File: src/rtl/ram_pattern_tester_if.sv
// Bus bundle for ram_pattern_tester: manual RAM access, sweep control and
// status/LED readback.
//   master : the board side (switches/buttons in, status/LED out)
//   slave  : the tester itself
// Mem_Addr/Mem_Write/C/Byte_Sel/Start_Fill/Start_Verify flow master->slave;
// Busy/Done/Fail/Err_Cnt/Err_Addr/LED flow slave->master.
interface ram_pattern_tester_if #(
  parameter int ADDR_W = 6,
  parameter int BSEL_W = 2,
  parameter int CNT_W  = 8
);
  logic [ADDR_W-1:0] Mem_Addr;
  logic              Mem_Write;
  logic [1:0]        C;
  logic [BSEL_W-1:0] Byte_Sel;
  logic              Start_Fill;
  logic              Start_Verify;
  logic              Busy;
  logic              Done;
  logic              Fail;
  logic [CNT_W-1:0]  Err_Cnt;
  logic [ADDR_W-1:0] Err_Addr;
  logic [7:0]        LED;

  modport master (
    output Mem_Addr, Mem_Write, C, Byte_Sel, Start_Fill, Start_Verify,
    input  Busy, Done, Fail, Err_Cnt, Err_Addr, LED
  );

  modport slave (
    input  Mem_Addr, Mem_Write, C, Byte_Sel, Start_Fill, Start_Verify,
    output Busy, Done, Fail, Err_Cnt, Err_Addr, LED
  );
endinterface

File: src/rtl/ram_pattern_tester.sv
// Block-RAM self-tester: a DEPTH x DATA_W synchronous single-port RAM with
// manual pattern writes / byte readback on LED, plus automatic fill and
// verify sweeps with saturating error count and first-failure capture.
// Ports:
//   Clk, Rst : clock, synchronous active-high reset
//   bus      : ram_pattern_tester_if.slave (manual access, starts, status, LED)
// Sweep timing: Busy rises the cycle after a start is sampled; Done pulses in
// the last busy cycle (fill: DEPTH busy cycles, verify: DEPTH+1). Verify
// results (Fail/Err_Cnt/Err_Addr) are final the cycle after Done.
module ram_pattern_tester #(
  parameter int ADDR_W = 6,
  parameter int DATA_W = 32,
  parameter int BSEL_W = 2,
  parameter int CNT_W  = 8
) (
  input logic             Clk,
  input logic             Rst,
  ram_pattern_tester_if.slave bus
);
  localparam int DEPTH  = 2**ADDR_W;
  localparam int NBYTES = DATA_W/8;
  localparam int REP    = (DATA_W + 31)/32;
  localparam logic [ADDR_W-1:0] LAST = '1;

  typedef enum logic [1:0] {IDLE, FILL, VERIFY, DRAIN} state_t;

  // 32-bit base repeated across the word, then cut to DATA_W.
  function automatic logic [DATA_W-1:0] pat(input logic [1:0] c, input logic [ADDR_W-1:0] a);
    logic [31:0]       base;
    logic [32*REP-1:0] rep;
    case (c)
      2'b00:   base = 32'h0055_7523;
      2'b01:   base = 32'h1234_5678;
      2'b10:   base = 32'h8765_4321;
      default: base = 32'(a);
    endcase
    rep = {REP{base}};
    return rep[DATA_W-1:0];
  endfunction

  state_t              state_q, state_d;
  logic [ADDR_W-1:0]   ptr_q, ptr_d;
  logic [1:0]          cl_q, cl_d;
  logic                cmp_vld_q, cmp_vld_d;
  logic [ADDR_W-1:0]   cmp_addr_q, cmp_addr_d;
  logic                busy_q, busy_d;
  logic                done_q, done_d;
  logic                fail_q, fail_d;
  logic [CNT_W-1:0]    err_cnt_q, err_cnt_d;
  logic [ADDR_W-1:0]   err_addr_q, err_addr_d;
  logic [DATA_W-1:0]   rd_data_q, rd_data_d;
  logic [DATA_W-1:0]   mem_q [DEPTH];

  logic                we, re;
  logic [ADDR_W-1:0]   wr_addr, rd_addr;
  logic [DATA_W-1:0]   wr_data;
  logic [7:0]          led;

  always_comb begin
    state_d    = state_q;
    ptr_d      = ptr_q;
    cl_d       = cl_q;
    cmp_vld_d  = 1'b0;
    cmp_addr_d = ptr_q;
    fail_d     = fail_q;
    err_cnt_d  = err_cnt_q;
    err_addr_d = err_addr_q;
    we         = 1'b0;
    wr_addr    = ptr_q;
    wr_data    = pat(cl_q, ptr_q);
    re         = 1'b0;
    rd_addr    = ptr_q;

    case (state_q)
      IDLE: begin
        // A start wins over a same-cycle manual write, which is dropped.
        if (bus.Start_Fill) begin
          state_d = FILL;
          ptr_d   = '0;
          cl_d    = bus.C;
        end else if (bus.Start_Verify) begin
          state_d    = VERIFY;
          ptr_d      = '0;
          cl_d       = bus.C;
          fail_d     = 1'b0;
          err_cnt_d  = '0;
          err_addr_d = '0;
        end else if (bus.Mem_Write) begin
          we      = 1'b1;
          wr_addr = bus.Mem_Addr;
          wr_data = pat(bus.C, bus.Mem_Addr);
        end
        if (!bus.Mem_Write) begin
          re      = 1'b1;
          rd_addr = bus.Mem_Addr;
        end
      end
      FILL: begin
        we    = 1'b1;
        ptr_d = ptr_q + ADDR_W'(1);
        if (ptr_q == LAST) state_d = IDLE;
      end
      VERIFY: begin
        re        = 1'b1;
        cmp_vld_d = 1'b1;
        ptr_d     = ptr_q + ADDR_W'(1);
        if (ptr_q == LAST) state_d = DRAIN;
      end
      DRAIN:   state_d = IDLE;
      default: state_d = IDLE;
    endcase

    // Compare stage: data for the address read last cycle is in rd_data_q.
    if (cmp_vld_q && (rd_data_q != pat(cl_q, cmp_addr_q))) begin
      if (err_cnt_q != '1) err_cnt_d = err_cnt_q + CNT_W'(1);
      if (!fail_q) begin
        fail_d     = 1'b1;
        err_addr_d = cmp_addr_q;
      end
    end

    rd_data_d = re ? mem_q[rd_addr] : rd_data_q;
    busy_d    = (state_d != IDLE);
    done_d    = (state_d == DRAIN) || ((state_d == FILL) && (ptr_d == LAST));
  end

  // RAM array is never reset; a write coinciding with Rst is suppressed so a
  // reset cleanly aborts a fill.
  always_ff @(posedge Clk) begin
    if (we && !Rst) mem_q[wr_addr] <= wr_data;
  end

  always_ff @(posedge Clk) begin
    if (Rst) begin
      state_q    <= IDLE;
      ptr_q      <= '0;
      cl_q       <= '0;
      cmp_vld_q  <= 1'b0;
      cmp_addr_q <= '0;
      busy_q     <= 1'b0;
      done_q     <= 1'b0;
      fail_q     <= 1'b0;
      err_cnt_q  <= '0;
      err_addr_q <= '0;
      rd_data_q  <= '0;
    end else begin
      state_q    <= state_d;
      ptr_q      <= ptr_d;
      cl_q       <= cl_d;
      cmp_vld_q  <= cmp_vld_d;
      cmp_addr_q <= cmp_addr_d;
      busy_q     <= busy_d;
      done_q     <= done_d;
      fail_q     <= fail_d;
      err_cnt_q  <= err_cnt_d;
      err_addr_q <= err_addr_d;
      rd_data_q  <= rd_data_d;
    end
  end

  // Byte selects past the top byte fall through to 0.
  always_comb begin
    led = 8'h00;
    if ((state_q == IDLE) && !bus.Mem_Write) begin
      for (int i = 0; i < NBYTES; i++) begin
        if (bus.Byte_Sel == BSEL_W'(i)) led = rd_data_q[8*i +: 8];
      end
    end
  end

  assign bus.Busy     = busy_q;
  assign bus.Done     = done_q;
  assign bus.Fail     = fail_q;
  assign bus.Err_Cnt  = err_cnt_q;
  assign bus.Err_Addr = err_addr_q;
  assign bus.LED      = led;
endmodule

File: src/flat_wrapper.sv
// flat-port wrapper written by rule: the top's interface ports become plain ports
module ram_pattern_tester_flat 
#(
  parameter int ADDR_W = 6,
  parameter int DATA_W = 32,
  parameter int BSEL_W = 2,
  parameter int CNT_W  = 8
)
  (Clk, Rst, bus_Mem_Addr, bus_Mem_Write, bus_C, bus_Byte_Sel, bus_Start_Fill, bus_Start_Verify, bus_Busy, bus_Done, bus_Fail, bus_Err_Cnt, bus_Err_Addr, bus_LED);
  ram_pattern_tester_if #(.ADDR_W(ADDR_W), .BSEL_W(BSEL_W), .CNT_W(CNT_W)) bus_i ();
  input logic Clk;
  input logic Rst;
  input wire logic [$bits(bus_i.Mem_Addr)-1:0] bus_Mem_Addr;
  input wire logic [$bits(bus_i.Mem_Write)-1:0] bus_Mem_Write;
  input wire logic [$bits(bus_i.C)-1:0] bus_C;
  input wire logic [$bits(bus_i.Byte_Sel)-1:0] bus_Byte_Sel;
  input wire logic [$bits(bus_i.Start_Fill)-1:0] bus_Start_Fill;
  input wire logic [$bits(bus_i.Start_Verify)-1:0] bus_Start_Verify;
  output wire logic [$bits(bus_i.Busy)-1:0] bus_Busy;
  output wire logic [$bits(bus_i.Done)-1:0] bus_Done;
  output wire logic [$bits(bus_i.Fail)-1:0] bus_Fail;
  output wire logic [$bits(bus_i.Err_Cnt)-1:0] bus_Err_Cnt;
  output wire logic [$bits(bus_i.Err_Addr)-1:0] bus_Err_Addr;
  output wire logic [$bits(bus_i.LED)-1:0] bus_LED;
  assign bus_i.Mem_Addr = bus_Mem_Addr;
  assign bus_i.Mem_Write = bus_Mem_Write;
  assign bus_i.C = bus_C;
  assign bus_i.Byte_Sel = bus_Byte_Sel;
  assign bus_i.Start_Fill = bus_Start_Fill;
  assign bus_i.Start_Verify = bus_Start_Verify;
  assign bus_Busy = bus_i.Busy;
  assign bus_Done = bus_i.Done;
  assign bus_Fail = bus_i.Fail;
  assign bus_Err_Cnt = bus_i.Err_Cnt;
  assign bus_Err_Addr = bus_i.Err_Addr;
  assign bus_LED = bus_i.LED;
  ram_pattern_tester #(.ADDR_W(ADDR_W), .DATA_W(DATA_W), .BSEL_W(BSEL_W), .CNT_W(CNT_W)) u_core (.Clk(Clk), .Rst(Rst), .bus(bus_i));
endmodule
File: config.mk
export PLATFORM = sky130hd
export DESIGN_NAME = ram_pattern_tester_flat
export DESIGN_NICKNAME = d
export VERILOG_FILES = /design/src/rtl/ram_pattern_tester_if.sv /design/src/rtl/ram_pattern_tester.sv /design/src/flat_wrapper.sv
export SDC_FILE = /design/constraint.sdc
export NUM_CORES = 1
export LEC_CHECK = 0
export ABC_AREA = 0
export CORE_MARGIN = 8
export CORE_UTILIZATION = 48
export DETAILED_ROUTE_END_ITERATION = 16
export SKIP_LAST_GASP = 1
export SLEW_MARGIN = 25
export SYNTH_ARGS = -nofsm -noshare
export SYNTH_HDL_FRONTEND = slang
export SYNTH_SLANG_ARGS = --single-unit
File: constraint.sdc
create_clock -name Clk -period 11.1 [get_ports Clk]
set_clock_uncertainty 0.1 [all_clocks]
set_input_delay 1.11 -clock Clk [delete_from_list [all_inputs] [get_ports Clk]]
set_output_delay 1.11 -clock Clk [all_outputs]
set_load 0.05 [all_outputs]
After elaboration in Yosys (flattened, before gate mapping)
Memory sizes are Yosys's and may differ from the RTL's. A register that Yosys moved wholly into a read port is not among the register bits.
Cells that the tools add are included.
- register bits after elaboration: 34
- latch bits: 0
- RAM bits: 2048
- memory bits (read-only): 0
- input port bits: 15
- word-level logic and storage cells: 96
- memories kept: 1
- add/sub/neg operators: 2
- $mul: 0
- divide/modulo/power cells: 0
- $lt $le $gt $ge: 0
- eq/ne operators: 16
- shift operators: 0
- muxes and demuxes: 52
- bitwise operators: 0
- reductions and logical operators: 15
- memory list (name ; words ; width ; read ports ; clocked after Yosys merged registers in ; wr ports ; RTL line ; RTL):
    u_core.mem_q ; 64 ; 32 ; 1 ; 1 ; 1 ; ram_pattern_tester.sv:52 ; logic [DATA_W-1:0] mem_q [DEPTH];
- operators by type and width (kind ; number):
    32-bit one-hot mux with 3 select lines ; 3
    32-bit 2-to-1 mux ; 4
    8-bit 2-to-1 mux ; 10
    6-bit 2-to-1 mux ; 13
    32-bit != test ; 1
    2-bit equality test, second input constant ; 7
    6-bit equality test, second input constant ; 2
    1-bit 2-to-1 mux ; 12
    2-bit 2-to-1 mux ; 6
    6-bit one-hot mux with 2 select lines ; 1
    2-bit by 1-bit equality test with 1-bit output, second input constant ; 5
    8-bit by 1-bit adder with 8-bit output, second input constant ; 1
    2-bit zero test ; 4
    8-bit != test, second input constant ; 1
    2-bit one-hot mux with 4 select lines ; 1
    6-bit by 1-bit adder with 6-bit output, second input constant ; 1
    1-bit logical AND ; 4
    1-bit one-hot mux with 2 select lines ; 2
    2-bit nonzero test ; 2
    1-bit zero test ; 2
    2-bit AND reduction ; 1
    2-bit OR reduction ; 1
    1-bit logical OR ; 1

Logic depth before layout (Yosys ltp)
- depth in word-level cells: 7
- depth in mapped cells: 14

Worst setup path before layout
No wires, ideal clock.
- kind: input port to flip-flop
- start: input bus_Start_Verify
- end: memory u_core.mem_q[0][20] (data pin)
- arrival: 4450 ps
- slack: 5831 ps
- cell stages on the path: 4
- buffers on the path: 1
- path through: nor2_1 nand3_1 clkbuf_1 o31ai_1
- longest elaborated chain between the ends: 3
- ends and longest elaborated chain (element ; RTL line ; RTL):
    start: declaration ; flat_wrapper.sv:18 ; input wire logic [$bits(bus_i.Start_Verify)-1:0] bus_Start_Verify;
    32-bit 2-to-1 mux ; ram_pattern_tester.sv:81 ; end else if (bus.Start_Verify) begin
    32-bit 2-to-1 mux ; ram_pattern_tester.sv:77 ; if (bus.Start_Fill) begin
    32-bit 2-to-1 mux ; ram_pattern_tester.sv:74 ; case (state_q)
    end: declaration ; ram_pattern_tester.sv:52 ;
Every way passes these cells.

Final worst setup path
- start: input bus_Mem_Write
- end: register u_core.rd_data_q[20], read port of u_core.mem_q
- longest elaborated chain between the ends: 2
- elaborated cells on any way between the ends: 4
- ends and longest elaborated chain (element ; RTL line ; RTL):
    start: declaration ; flat_wrapper.sv:14 ; input wire logic [$bits(bus_i.Mem_Write)-1:0] bus_Mem_Write;
    1-bit 2-to-1 mux / 6-bit 2-to-1 mux (equally long branches) ; ram_pattern_tester.sv:93 ; if (!bus.Mem_Write) begin
    1-bit one-hot mux with 2 select lines / 6-bit 2-to-1 mux (equally long branches) ; ram_pattern_tester.sv:74 ;
    end: declaration ; ram_pattern_tester.sv:51 ; logic [DATA_W-1:0] rd_data_q, rd_data_d;
Parallel ways exist; a longest one is shown, timed or not.
A chain may end at the register's enable or synchronous reset.

==> results.ini <==
[layout]
drive_gt1_frac = 0.1009
instances_no_fill = 3778
fin_area_sq_um = 40280
fin_nets = 2760
area_delta_synth_final_pct = 13.28
nFillCells = 5977

[floorplan]
start_util = 0.4809
coreArea_sq_um = 73950
die_h_microns = 288.2
num_io_pins = 40
die_area_sq_um = 83050
rows = 100
dieWidth_microns = 288.2

[detailed_routing]
wl_per_cell_microns = 26.42
drc = 0
vias = 22910
vias_per_cell = 6.064
dr.pass1.iters = 5
drtIter0Drc = 2560
drt_wl_total_mm = 99.82
postRouteAntennaNets = 0

[timing]
fin_crit_ns = 5.287
final.setup.tns_ns = 0
final_max_slew_viol_count = 0
rsz0062_at_grt = false
setup_viol = 0
relSlewSlack = 0.1980
finalHoldViolations = 0
fmax_mhz = 189.1
holdWs_ns = 0.3759
period_share = 0.4763
tightest_slew_ns = 1.195

[clock_network]
cts_sinks = 879
ctsHoldBuffers = 0
post-cts-setup-buffers = 0
cts_tree = yes
numCtsBuffers = 90
clk_path_buf_depth = 3
path_clk_slew_ns = 0.06
cts_root_buf = clkbuf_16
h-tree-depth = 3
cts_resized = 0
clkLatencyLatePin_ns = 0.64

[critical_path]
startpoint = bus_Mem_Write
cpMostUsedCell = buf_4
r2r_setup_slack_ns = 6.04
cp-start-kind = input port
endpoint_kind = flop
r2r-end = u_core.rd_data_q[20]
critPathMaxStageDelay_ns = 0.99
crit_type = input port to flop
reg2reg_depth = 11
critPathBufInv = 3
required_ns = 11.57
worstPathArrival_ns = 5.76
r2r-start = u_core.state_q[0]
critPathSlowestCell = a311oi_1
critPathTopFamily = compound AO/OA/AOI/OAI gates
critPathMaxFanout = 83
path_cells = clkdlybuf4s50_1 -> nand2b_1 -> buf_4 -> a21o_4 -> buf_4 -> a21oi_1 -> a22oi_1 -> nand3_1 -> a311oi_1 -> and3_1

[logic_synthesis]
synth_edf_count = 832
synth.distinct_cells = 62
ys_ff_latch = 879
synth_compound_gate_area_share = 0.09338
syn-num-nets = 2703
ys_seq_area_frac = 0.7291
postSynthCellCount = 2673
synth_top_family_by_area = simple AND/OR/NAND/NOR gates
synthAdderAreaFrac = 0.005278
async_reset_ff_frac = 0
syn_area_per_cell_sq_um = 13.30
synth_simple_gate_area_frac = 0.1115
synth_area_sq_um = 35560
synthMuxAreaShare = 0.03431
yosysWarnings = 0
synth-xor-area-share = 0.003202
synth_flop_cell = edfxtp_1

[worst_hold_path]
holdCritStartpoint = u_core.bus.Err_Addr[4]
hold_path_class = flop to flop
holdPathStages = 2
min_to = u_core.bus.Err_Addr[4]

[place]
placed_area_sq_um = 37400
portBuffers = 39
gp_congestion = 0.8582
placed_cells = 3607
dpl.hpwl_mm = 60.02

[global_routing]
grt_pass1_vias = 21900
grt_max_degree = 84
grt_antenna_before_repair = 7
grt_pass1_wl_mm = 146.3
global_route.overflow_total = 0
grtUsageTotal = 0.2377

[outcome]
status = finished clean

[power]
p_per_area_nw_per_um2 = 186.6
p_leak_nw = 13.39
finalPower_mw = 7.514
vdd_drop_max_mv = 0.1213

[job]
maxCapViolations = 0

==> flip-flops by register name, indices dropped and copies added (netlist names) <==
signal               cells
u_core.bus.Done          1
u_core.cmp_vld_q         1
u_core.bus.Err_Cnt       8
u_core.state_q           2
u_core.cmp_addr_q        6
u_core.cmp_addr_d        6
u_core.bus.Busy          1
u_core.bus.Err_Addr      6
u_core.rd_data_q        13
u_core.mem_q           832
u_core.cl_q              2
u_core.bus.Fail          1
==> worst register-to-register path: cells and delay by family, from the launching register on <==
family	cells	cell delay [ns]
AOI/OAI and AO/OA	4	2.25
buffers and inverters	3	1.31
and+or+nand+nor	3	0.57
DFF	1	0.40
adders and majority gates	1	0.35
==> power by group <==
part           leakage [nW]  switching [mW]  internal [mW]
Combinational          4.02           0.609          0.216
Clock                  1.39            1.24           1.69
Sequential             7.98          0.0426           3.72
==> cells in the final DEF (no fill, tap or decap), types with 10 or more instances in the layout <==
| cell type | instances |
|---|---|
| nand4_1 | 41 |
| clkbuf_16 | 91 |
| clkinv_1 | 18 |
| nand2b_1 | 10 |
| clkbuf_1 | 26 |
| o21ai_0 | 90 |
| ha_1 | 15 |
| a22oi_1 | 40 |
| and3_1 | 22 |
| edfxtp_1 | 832 |
| clkinv_2 | 13 |
| buf_4 | 89 |
| a21oi_1 | 178 |
| nand2_1 | 466 |
| nor2_2 | 16 |
| a32oi_1 | 54 |
| dfxtp_1 | 47 |
| o22ai_1 | 25 |
| a31oi_1 | 30 |
| clkdlybuf4s50_1 | 38 |
| o211ai_1 | 26 |
| nor2_1 | 238 |
| inv_1 | 22 |
| mux2i_1 | 104 |
| o221ai_1 | 13 |
| nand3_1 | 89 |
| nor2b_1 | 15 |
==> Yosys cell counts (22+ instances only) <==
library cell	count	area, sq um
a21oi_1	180	900.9
a22oi_1	40	300.3
a31oi_1	31	193.9
a32oi_1	54	473.0
and3_1	22	137.6
buf_2	59	295.3
clkbuf_1	80	300.3
dfxtp_1	47	940.9
edfxtp_1	832	24980
inv_1	22	82.58
mux2i_1	107	1071
nand2_1	471	1768
nand3_1	89	445.4
nand4_1	41	256.5
nor2_1	256	960.9
o211ai_1	26	195.2
o21ai_0	91	455.4
o22ai_1	25	156.4
==> how the worst max path moves through the flow <==
| stage | endpoint | slack [ns] | depth (start not counted) |
|---|---|---|---|
| floorplan | u_core.mem_q[0][20] | 5.83 | 4 |
| global placement | u_core.rd_data_q[1] | 4.77 | 10 |
| detailed placement | u_core.rd_data_q[1] | 5.14 | 10 |
| CTS | u_core.rd_data_q[1] | 5.79 | 10 |
| global route | u_core.rd_data_q[4] | 5.71 | 10 |
| finish | u_core.rd_data_q[20] | 5.81 | 10 |
==> through the flow <==
stage,utilization,setup slack (ns)
final,0.5447,5.813
after global routing,0.5446,5.708
after CTS,0.5443,5.794
after detailed placement,0.5057,5.142
after global placement,0.5043,4.769
after floorplan,-,5.831
==> layout make-up <==
cell class / instances / area, sq um / share of cell area
sequential: 879 / 25920 / 0.6436
inverter: 22 / 82.58 / 0.002050
clock inverter: 46 / 405.4 / 0.01006
clock buffer: 122 / 2444 / 0.06067
antenna: 3 / 7.507 / 0.0001864
tap: 969 / 1212 / 0.03010
timing repair buffer: 131 / 1107 / 0.02749
multi-input combinational: 1606 / 9096 / 0.2258
==> metal layers <==
layer	track usage	part of all wire
met5	0	0.00018
met1	0.3290	0.41
met4	0.08593	0.034
met3	0.04342	0.081
met2	0.3767	0.47
==> cell families (layout without fill, tap and decap cells) <==
kind of cell	Yosys count	after routing
AO/OA/AOI/OAI	521	521
XOR/XNOR	13	13
adder cells (fa/ha/maj)	15	15
buffers and inverters	188	321
flip-flops	879	879
multiplexers	118	118
other	0	3
AND/OR/NAND/NOR	939	939
No activity file was read; power rests on OpenSTA's default activity.
==> RTL change: new RTL, same settings <==
`CNT_W` is set to 8 in 3 places; all go to 9.
--- a/src/rtl/ram_pattern_tester_if.sv
+++ b/src/rtl/ram_pattern_tester_if.sv
@@ -7,7 +7,7 @@
 interface ram_pattern_tester_if #(
   parameter int ADDR_W = 6,
   parameter int BSEL_W = 2,
-  parameter int CNT_W  = 8
+  parameter int CNT_W  = 9
 );
   logic [ADDR_W-1:0] Mem_Addr;
   logic              Mem_Write;
--- a/src/rtl/ram_pattern_tester.sv
+++ b/src/rtl/ram_pattern_tester.sv
@@ -11,7 +11,7 @@
   parameter int ADDR_W = 6,
   parameter int DATA_W = 32,
   parameter int BSEL_W = 2,
-  parameter int CNT_W  = 8
+  parameter int CNT_W  = 9
 ) (
   input logic             Clk,
   input logic             Rst,
--- a/src/flat_wrapper.sv
+++ b/src/flat_wrapper.sv
@@ -4,7 +4,7 @@
   parameter int ADDR_W = 6,
   parameter int DATA_W = 32,
   parameter int BSEL_W = 2,
-  parameter int CNT_W  = 8
+  parameter int CNT_W  = 9
 )
   (Clk, Rst, bus_Mem_Addr, bus_Mem_Write, bus_C, bus_Byte_Sel, bus_Start_Fill, bus_Start_Verify, bus_Busy, bus_Done, bus_Fail, bus_Err_Cnt, bus_Err_Addr, bus_LED);
   ram_pattern_tester_if #(.ADDR_W(ADDR_W), .BSEL_W(BSEL_W), .CNT_W(CNT_W)) bus_i ();
Interface: changed (resized bus_Err_Cnt); port bits go from 40 to 41. No check against the original RTL was run, so the function may have changed too.
==> RTL change against the original RTL <==
- final cell count about the same
- first-iteration DRC count down 11%
- area after synthesis up 0.30%
- power down 0.84%
- sequential cell count up 1
- register-to-register slack worse by 80 ps
- routed wire length down 4.3%
- worst setup slack better by 14 ps
- synthesized cell count up 0.11%
- design area about the same
- count of clock-buffer cells in the layout up 2
- largest cell class unchanged
- largest power group unchanged
- highest routed layer is now met4
==> RTL change: results (changes against the original RTL) <==
Outcome
  – Status: complete, no violations (unchanged)

Worst setup path
  – Worst-path fanout max: 75 (was 83)
  – CP delay by family, top: buffers and inverters (was compound AO/OA/AOI/OAI gates)
  – CP max-delay cell: buf_4 (was a311oi_1)

Place
  – Port Buffer Count: 40 (was 39)
  – Pre-CTS WS: 5070 ps (was 5140 ps)
  – DP HPWL: 55.4 mm (was 60.0 mm)

Timing
  – Worst relative slew slack: 29.2% (was 19.8%)

Drt
  – Uppermost routed layer: met4 (was met5)
  – WL met3: 6.91 mm (was 8.13 mm)
  – Vias after detailed routing: 22600 (was 22900)
  – Initial detailed-routing violation count: 2266 (was 2560)
  – Met2 WL: 44.5 mm (was 46.9 mm)
  – Met1 wire length: 40.8 mm (was 41.4 mm)

Clock tree
  – Clk Latency, worst-skew pair: 660 ps (was 640 ps)

Yosys
  – Syn_nets: 2707 (was 2703)
  – List of most frequent post-synthesis cells: 832 x edfxtp_1, 458 x nand2_1, 272 x nor2_1 (was 832 x edfxtp_1, 471 x nand2_1, 256 x nor2_1)
  – Avg Cell Area, Syn: 13.3 um2 (about the same)
  – Top post-synthesis cells by area: edfxtp_1 70%, nand2_1 4.8%, mux2i_1 3.1% (was edfxtp_1 70%, nand2_1 5.0%, mux2i_1 3.0%)

GRT
  – GRT Util Overall: 22.6% (was 23.8%)
  – Vias in the first global route: 21900 (about the same)
  – Initial antenna violation count: 4 (was 7)
  – Global-route wire length before repair: 141 mm (was 146 mm)
  – Pin count of the biggest net entering global routing: 164 (was 84)

Pwr
  – Pleak: 13.4 nW (about the same)
  – Worst vdd ir: 0.000157 V (was 0.000121 V)

Cells and area
  – Final #Nets: 2764 (was 2760)
  – Post-route insts no fill: 3775 (was 3778)
==> RTL change: area by class of cell <==
cell class / count / area share [%]
flip-flops and latches: 880 / 64.4
well taps: 969 / 3.01
clock inverters: 40 / 0.813
multi-input cells: 1613 / 22.8
diodes: 2 / 0.0124
inverters: 17 / 0.158
clock buffers: 124 / 6.11
repair buffers: 130 / 2.72
==> RTL change: where the power goes <==
part	switching [mW]	internal [mW]
clock network	1.26	1.61
registers	0.0225	3.73
logic	0.607	0.216
==> RTL change: layer usage <==
layer	GRT usage, %	vias to the layer above
met1	31.5	11400
met4	8.64	0
met3	3.21	165
met2	36.0	886
met5	0	-
li1	-	10100
==> RTL change: kinds of logic after synthesis <==
| group | share of synthesized area [%] |
|---|---|
| XOR/XNOR | 0.246 |
| flip-flops | 72.7 |
| buffers and inverters | 2.22 |
| multiplexers | 3.50 |
| AND/OR/NAND/NOR | 11.2 |
| adder cells (fa/ha/maj) | 0.561 |
| AO/OA/AOI/OAI | 9.52 |
==> RTL change: per-stage QoR <==
stage	utilization [%]	hold slack, ps	cell area [um2]
after floorplan	-	429	35700
after global placement	50.7	370	37500
after detailed placement	50.7	390	37500
after CTS	54.5	399	40300
after global routing	54.5	421	40300
final	54.5	411	40300
==> RTL change: worst min-delay path: stages, from the launching register on <==
cell,delay [ps]
dfxtp_1,330
o21ai_0,80
a21oi_1,60
==> RTL change: path summary, 6_finish.rpt <==
kind / from / end / slack (ps) / depth (start not counted)
max: bus_Mem_Write / u_core.rd_data_q[0] / 5830 / 12
max reg2reg: u_core.state_q[0] / u_core.rd_data_q[0] / 5960 / 13
min: u_core.bus.Err_Cnt[7] / u_core.bus.Err_Cnt[7] / 410 / 2
min reg2reg: u_core.bus.Err_Cnt[7] / u_core.bus.Err_Cnt[7] / 410 / 2
